**config.mk**
```make
export PLATFORM = sky130hd
export DESIGN_NAME = status_flag_unit_flat
export DESIGN_NICKNAME = d
export VERILOG_FILES = /design/src/rtl/status_flag_unit_pkg.sv /design/src/rtl/status_flag_unit_if.sv /design/src/rtl/status_flag_unit_flag_gen.sv /design/src/rtl/status_flag_unit.sv /design/src/flat_wrapper.sv
export SDC_FILE = /design/constraint.sdc
export NUM_CORES = 1
export LEC_CHECK = 0
export ABC_CLOCK_PERIOD_IN_PS = 10900
export BUFFER_PORTS_ARGS = -buffer_cell sky130_fd_sc_hd__buf_2
export CAP_MARGIN = 20
export CORE_ASPECT_RATIO = 1.5
export CORE_MARGIN = 8
export CORE_UTILIZATION = 53
export CTS_BUF_LIST = sky130_fd_sc_hd__clkbuf_4
export CTS_CLUSTER_SIZE = 8
export DETAILED_ROUTE_END_ITERATION = 8
export GPL_ROUTABILITY_DRIVEN = 0
export HOLD_SLACK_MARGIN = 0.08
export PLACE_DENSITY_LB_ADDON = 0.12
export SETUP_SLACK_MARGIN = 0.4
export SYNTH_ARGS = -nofsm -noshare
export SYNTH_HDL_FRONTEND = slang
export SYNTH_SLANG_ARGS = --single-unit
export TNS_END_PERCENT = 100
```
**constraint.sdc**
```tcl
create_clock -name clk -period 10.9 [get_ports clk]
set_clock_uncertainty 0.1 [all_clocks]
set_input_delay 3.27 -clock clk [delete_from_list [all_inputs] [get_ports clk]]
set_output_delay 3.27 -clock clk [all_outputs]
set_load 0.01 [all_outputs]
```
**src/rtl/status_flag_unit_pkg.sv**
```systemverilog
// Shared constants for the status flag path: ALU command codes and flag bit positions
// within the {N, Z, C, V} status word.
package status_flag_unit_pkg;

    localparam logic [3:0] CMD_MOV = 4'b0001;
    localparam logic [3:0] CMD_MVN = 4'b1001;
    localparam logic [3:0] CMD_ADD = 4'b0010;
    localparam logic [3:0] CMD_ADC = 4'b0011;
    localparam logic [3:0] CMD_SUB = 4'b0100;
    localparam logic [3:0] CMD_SBC = 4'b0101;
    localparam logic [3:0] CMD_AND = 4'b0110;
    localparam logic [3:0] CMD_ORR = 4'b0111;
    localparam logic [3:0] CMD_EOR = 4'b1000;

    localparam int FLAG_N = 3;
    localparam int FLAG_Z = 2;
    localparam int FLAG_C = 1;
    localparam int FLAG_V = 0;

endpackage

```
**src/rtl/status_flag_unit_if.sv**
```systemverilog
// EXE/ID-side signal bundle of the status flag unit; master drives the EXE instruction
// and ID request, slave (the flag unit) returns result, status and hazard.
interface status_flag_unit_if #(
    parameter int DATA_W = 32
);
    logic              ex_valid;
    logic              ex_s;
    logic [3:0]        ex_cmd;
    logic [DATA_W-1:0] ex_op_a;
    logic [DATA_W-1:0] ex_op_b;
    logic              ex_shift_carry;
    logic              flush;
    logic              freeze;
    logic              id_cond_used;
    logic [3:0]        status;
    logic              status_hazard;
    logic [DATA_W-1:0] ex_result;

    modport master (
        output ex_valid, ex_s, ex_cmd, ex_op_a, ex_op_b, ex_shift_carry,
        output flush, freeze, id_cond_used,
        input  status, status_hazard, ex_result
    );

    modport slave (
        input  ex_valid, ex_s, ex_cmd, ex_op_a, ex_op_b, ex_shift_carry,
        input  flush, freeze, id_cond_used,
        output status, status_hazard, ex_result
    );

endinterface

```
**src/rtl/status_flag_unit_flag_gen.sv**
```systemverilog
// Combinational ALU-equivalent result and next {N, Z, C, V} for the EXE instruction.
module flag_gen
    import status_flag_unit_pkg::*;
#(
    parameter int DATA_W = 32
) (
    input  logic [3:0]        cmd,
    input  logic [DATA_W-1:0] a,
    input  logic [DATA_W-1:0] b,
    input  logic              shift_carry,
    input  logic              cin,
    input  logic              v_old,
    output logic [DATA_W-1:0] result,
    output logic [3:0]        next_flags
);

    localparam int MSB = DATA_W - 1;

    logic [DATA_W:0] sum;
    logic            c;
    logic            v;
    logic            arith_add;
    logic            arith_sub;

    always_comb begin
        sum       = '0;
        result    = b;
        c         = shift_carry;
        v         = v_old;
        arith_add = 1'b0;
        arith_sub = 1'b0;
        case (cmd)
            CMD_MOV: result = b;
            CMD_MVN: result = ~b;
            CMD_ADD: begin
                sum       = {1'b0, a} + {1'b0, b};
                arith_add = 1'b1;
            end
            CMD_ADC: begin
                sum       = {1'b0, a} + {1'b0, b} + {{DATA_W{1'b0}}, cin};
                arith_add = 1'b1;
            end
            // Subtraction as a + ~b + carry so C reads as "no borrow"
            CMD_SUB: begin
                sum       = {1'b0, a} + {1'b0, ~b} + {{DATA_W{1'b0}}, 1'b1};
                arith_sub = 1'b1;
            end
            CMD_SBC: begin
                sum       = {1'b0, a} + {1'b0, ~b} + {{DATA_W{1'b0}}, cin};
                arith_sub = 1'b1;
            end
            CMD_AND: result = a & b;
            CMD_ORR: result = a | b;
            CMD_EOR: result = a ^ b;
            default: result = b;
        endcase

        if (arith_add || arith_sub) begin
            result = sum[DATA_W-1:0];
            c      = sum[DATA_W];
        end
        if (arith_add) begin
            v = (a[MSB] == b[MSB]) && (result[MSB] != a[MSB]);
        end
        if (arith_sub) begin
            v = (a[MSB] != b[MSB]) && (result[MSB] != a[MSB]);
        end

        next_flags         = '0;
        next_flags[FLAG_N] = result[MSB];
        next_flags[FLAG_Z] = (result == '0);
        next_flags[FLAG_C] = c;
        next_flags[FLAG_V] = v;
    end

endmodule

```
**src/rtl/status_flag_unit.sv**
```systemverilog
// Status register, optional same-cycle bypass and ID flag hazard around flag_gen.
// Build option: define STATUS_BYPASS_EN to forward fresh flags to ID instead of stalling.
module status_flag_unit
    import status_flag_unit_pkg::*;
#(
    parameter int DATA_W = 32
) (
    input  logic                clk,
    input  logic                rst,
    status_flag_unit_if.slave   bus
);

    logic [3:0]        sreg;
    logic [3:0]        next_flags;
    logic [DATA_W-1:0] result;
    logic              upd;

    assign upd = bus.ex_valid & bus.ex_s & ~bus.flush & ~bus.freeze;

    // Carry-in always comes from the committed register, never from the bypass
    flag_gen #(.DATA_W(DATA_W)) u_flag_gen (
        .cmd         (bus.ex_cmd),
        .a           (bus.ex_op_a),
        .b           (bus.ex_op_b),
        .shift_carry (bus.ex_shift_carry),
        .cin         (sreg[FLAG_C]),
        .v_old       (sreg[FLAG_V]),
        .result      (result),
        .next_flags  (next_flags)
    );

    always_ff @(posedge clk) begin
        if (rst) begin
            sreg <= 4'b0000;
        end else if (upd) begin
            sreg <= next_flags;
        end
    end

    assign bus.ex_result = result;

`ifdef STATUS_BYPASS_EN
    assign bus.status        = upd ? next_flags : sreg;
    assign bus.status_hazard = 1'b0;
`else
    assign bus.status        = sreg;
    assign bus.status_hazard = bus.id_cond_used & bus.ex_valid & bus.ex_s & ~bus.flush;
`endif

endmodule

```
**src/flat_wrapper.sv**
```systemverilog
// flat-port wrapper written by rule: the top's interface ports become plain ports
module status_flag_unit_flat import status_flag_unit_pkg::*;
#(
    parameter int DATA_W = 32
)
  (clk, rst, bus_ex_valid, bus_ex_s, bus_ex_cmd, bus_ex_op_a, bus_ex_op_b, bus_ex_shift_carry, bus_flush, bus_freeze, bus_id_cond_used, bus_status, bus_status_hazard, bus_ex_result);
  status_flag_unit_if #(.DATA_W(DATA_W)) bus_i ();
  input  logic clk;
  input  logic rst;
  input wire logic [$bits(bus_i.ex_valid)-1:0] bus_ex_valid;
  input wire logic [$bits(bus_i.ex_s)-1:0] bus_ex_s;
  input wire logic [$bits(bus_i.ex_cmd)-1:0] bus_ex_cmd;
  input wire logic [$bits(bus_i.ex_op_a)-1:0] bus_ex_op_a;
  input wire logic [$bits(bus_i.ex_op_b)-1:0] bus_ex_op_b;
  input wire logic [$bits(bus_i.ex_shift_carry)-1:0] bus_ex_shift_carry;
  input wire logic [$bits(bus_i.flush)-1:0] bus_flush;
  input wire logic [$bits(bus_i.freeze)-1:0] bus_freeze;
  input wire logic [$bits(bus_i.id_cond_used)-1:0] bus_id_cond_used;
  output wire logic [$bits(bus_i.status)-1:0] bus_status;
  output wire logic [$bits(bus_i.status_hazard)-1:0] bus_status_hazard;
  output wire logic [$bits(bus_i.ex_result)-1:0] bus_ex_result;
  assign bus_i.ex_valid = bus_ex_valid;
  assign bus_i.ex_s = bus_ex_s;
  assign bus_i.ex_cmd = bus_ex_cmd;
  assign bus_i.ex_op_a = bus_ex_op_a;
  assign bus_i.ex_op_b = bus_ex_op_b;
  assign bus_i.ex_shift_carry = bus_ex_shift_carry;
  assign bus_i.flush = bus_flush;
  assign bus_i.freeze = bus_freeze;
  assign bus_i.id_cond_used = bus_id_cond_used;
  assign bus_status = bus_i.status;
  assign bus_status_hazard = bus_i.status_hazard;
  assign bus_ex_result = bus_i.ex_result;
  status_flag_unit #(.DATA_W(DATA_W)) u_core (.clk(clk), .rst(rst), .bus(bus_i));
endmodule
```
==> results.ini <==
[timing]
max_freq_mhz=93.3
period_share_pct=98.3
tightest_slew_ns=1.04
post-route-min-period_ns=10.71
fin_ws_ns=0.185
rsz0062_at_grt=true
finalHoldViolations=0
finalMaxSlewViolations=0
slew_headroom_pct=29.0
setup_viol=0

[yosys]
async_reset_ff_share_pct=0
yosys_warnings=0
ys_ff_latch=4
synthFlopType=dfxtp_1
synth_area_per_cell_um2=6.54
synth_area_mm2=0.00949
synth_seq_area_share_pct=0.844
syn_nets=1637
synth-edff-count=0
netlist_instances=1450
synth_cell_types=101

[detailed_routing]
drc_errors=0
final_antenna_net_count=0
firstDrtPassIters=8
drtIter0Drc=1351
wirelength_um=40700
via_count=12500
post_drt_via_cell_ratio=6.78
wl_per_cell_um=22.0

[flow_run]
maxCapViolations=0

[clocking]
h-tree-depth=1
numCtsBuffers=3
cts_num_sinks=4
clock_latency_ns=0.23
root_buffer=clkbuf_4
clk_pin_slew_ns=0.04
clock_path_buffers=2
cts_tree=done

[finish]
n_antenna_cell=0
fin_nets=1821
area_delta_synth_final_pct=24.3
final_util_pct=66.5
largest_reg_flops=4
drive_gt1_share_pct=25.6
fillerInstances=1657

[critical_path]
slowest_stage=a2111o_1
crit_type=primary input to output port
crit_buf_inv=4
crit_top_cell=buf_2
crit_arrival_ns=7.34
crit_required_ns=7.53
critPathMaxStageDelay_ns=0.53
cp-start-kind=primary input
critPathCaptureType=output port
path_max_fanout=4
crit_family=simple AND/OR/NAND/NOR gates
worstPathCellList=buf_2, inv_2, ha_1, nand2b_1, a2111o_1, buf_4, a21boi_2, nor2_1, a2111oi_2, nand2_1, nor3_2, and4_1, or4b_1, xnor2_1, o22ai_1, buf_2

[floorplan]
die_area_mm2=0.0225
die_w_um=125
ios=113
die_y_um=180
start_util_pct=53.5
rows=60
coreArea_mm2=0.0177

[hold_path]
min_path_type=flop to flop

[global_routing]
grt_pass1_vias=11900
grt_pass1_wl_um=61200
grt_max_degree=94
antenna_found_initial=0
overflow=0
track_usage_pct=33.1

[pwr]
ir_drop_mv=0.0383
p_per_area_mw_per_mm2=68.9
leakage_nw=5.06

[place]
io_buffers=112
dpl.hpwl_um=30900
post-place-ws_ns=0.0410

[outcome]
outcome=finished, final reports clean

## synth_stat cells, drive strengths merged (5+ instances only)
| cell | count | area share (%) |
|---|---|---|
| o21ai | 99 | 5.3 |
| o221ai | 9 | 0.83 |
| ha | 109 | 14 |
| clkbuf | 55 | 2.2 |
| a22oi | 10 | 0.79 |
| mux2i | 19 | 2.0 |
| buf | 44 | 2.3 |
| a2111o | 5 | 0.59 |
| or3 | 13 | 0.96 |
| or2 | 16 | 1.1 |
| nand4 | 20 | 1.3 |
| o31a | 7 | 0.65 |
| o31ai | 22 | 1.7 |
| a211oi | 24 | 2.0 |
| nand3 | 43 | 2.3 |
| nand2 | 113 | 4.5 |
| and3 | 12 | 0.79 |
| a221oi | 17 | 1.6 |
| a21boi | 10 | 0.79 |
| o211ai | 21 | 1.7 |
| xor2 | 29 | 2.7 |
| inv | 98 | 3.9 |
| nor2 | 130 | 5.2 |
| and4 | 8 | 0.76 |
| a221o | 5 | 0.53 |
| nor2b | 18 | 1.2 |
| o21a | 11 | 0.87 |
| a21o | 16 | 1.3 |
| a31oi | 16 | 1.1 |
| nor4 | 33 | 2.6 |
| nand3b | 6 | 0.47 |
| a21oi | 125 | 6.6 |
| a211o | 6 | 0.55 |
| and2 | 13 | 0.86 |
| nor3 | 40 | 2.2 |
| or4 | 16 | 1.3 |
| xnor2 | 64 | 5.9 |
| nor3b | 6 | 0.58 |
| o22ai | 41 | 2.7 |
| a2111oi | 9 | 1.4 |
| nand2b | 14 | 1.0 |
| o311a | 5 | 0.53 |
## layer usage
metal  up-vias  global-route usage, %  share of wire [%]
li1       5768                      -                  -
met2       746                   57.4                 48
met3       214                   5.57                8.4
met1      5807                   34.9                 35
met5         -                      0                  0
met4         0                   26.5                8.6
## what timing repair did
action                                  in CTS  in global routing
gates cloned                                 0                  0
resized for setup                           53                 72
setup buffers                               17                  7
pin swaps                                   32                 23
hold buffers                                 0                  0
endpoints found under the setup margin      13                 16
## cell families after synthesis
logic type | Yosys count | share of synthesized area [%]
muxes | 22 | 2.36
buffers and inverters | 198 | 8.35
DFF | 4 | 0.844
AOI/OAI and AO/OA | 504 | 36.1
adders and majority gates | 111 | 14.8
and+or+nand+nor | 517 | 28.7
xor gates and xnor gates | 94 | 8.82
## layout make-up
class	instances	area [um^2]	share of cell area (%)
multi-input cells	1248	9160	77.7
inverters	99	382	3.24
flip-flops and latches	4	80.1	0.679
well taps	217	272	2.30
clock buffers	3	22.5	0.191
repair buffers	278	1870	15.9
## final timing paths
check,to,slack (ns),startpoint,cells after the start
setup / recovery,bus_ex_result[24],0.19,bus_ex_op_b[1],16
hold / removal,u_core.bus.status[3],0.36,u_core.bus.status[3],2
setup reg to reg,u_core.bus.status[2],5.45,u_core.bus.status[1],14
hold reg to reg,u_core.bus.status[3],0.36,u_core.bus.status[3],2
## cell usage in the layout, fill, tap and decap left out, types with 11 or more instances in the layout
cell type	count
o21a_1	11
or4_1	11
a21oi_1	121
a211oi_1	17
or2_2	14
nor4_1	21
xor2_1	28
ha_1	95
buf_4	162
and2_1	13
mux2i_1	19
nor2b_1	15
o22ai_1	41
o21ai_0	86
inv_1	92
nor2_1	122
nand2_1	113
o211ai_1	21
or3_1	11
nand3_1	42
nand4_1	20
a221oi_1	12
o31ai_1	20
nand2b_1	13
nor3_1	32
and3_1	12
xnor2_1	61
a31oi_1	14
buf_2	107
a21o_1	16
## metrics by stage
stage               std cells  TNS (ns)  hold slack [ns]  instance area (um^2)  power (mW)
finish                   1849         0            0.356                 11800       0.813
global route             1849   -0.0187            0.408                 11800       0.863
CTS                      1842         0            0.356                 11400       0.752
detailed placement       1822         0            0.349                 11000       0.708
global placement         1822         0            0.340                 11000       0.701
floorplan                1450         0            0.374                  9490       0.469
## report_power, final
group	total [mW]	internal (mW)	switching, mW
sequential	0.0151	0.0149	0.000181
combinational	0.779	0.310	0.468
clock	0.0191	0.0124	0.00669
total	0.813	0.338	0.475
## worst register-to-register path, cell delays in order, from the launching register on
cell	delay [ns]
dfxtp_1	0.33
ha_1	0.23
ha_1	0.22
xnor3_1	0.33
a221oi_1	0.25
a31oi_1	0.13
a2111oi_0	0.94
o2111ai_1	0.22
a2111o_1	0.38
or4_1	0.44
or4_1	0.55
a2111oi_0	0.53
nand4bb_1	0.23
or4_1	0.45
nand2_1	0.08
Note: power is estimated with default switching activity, not from simulation.
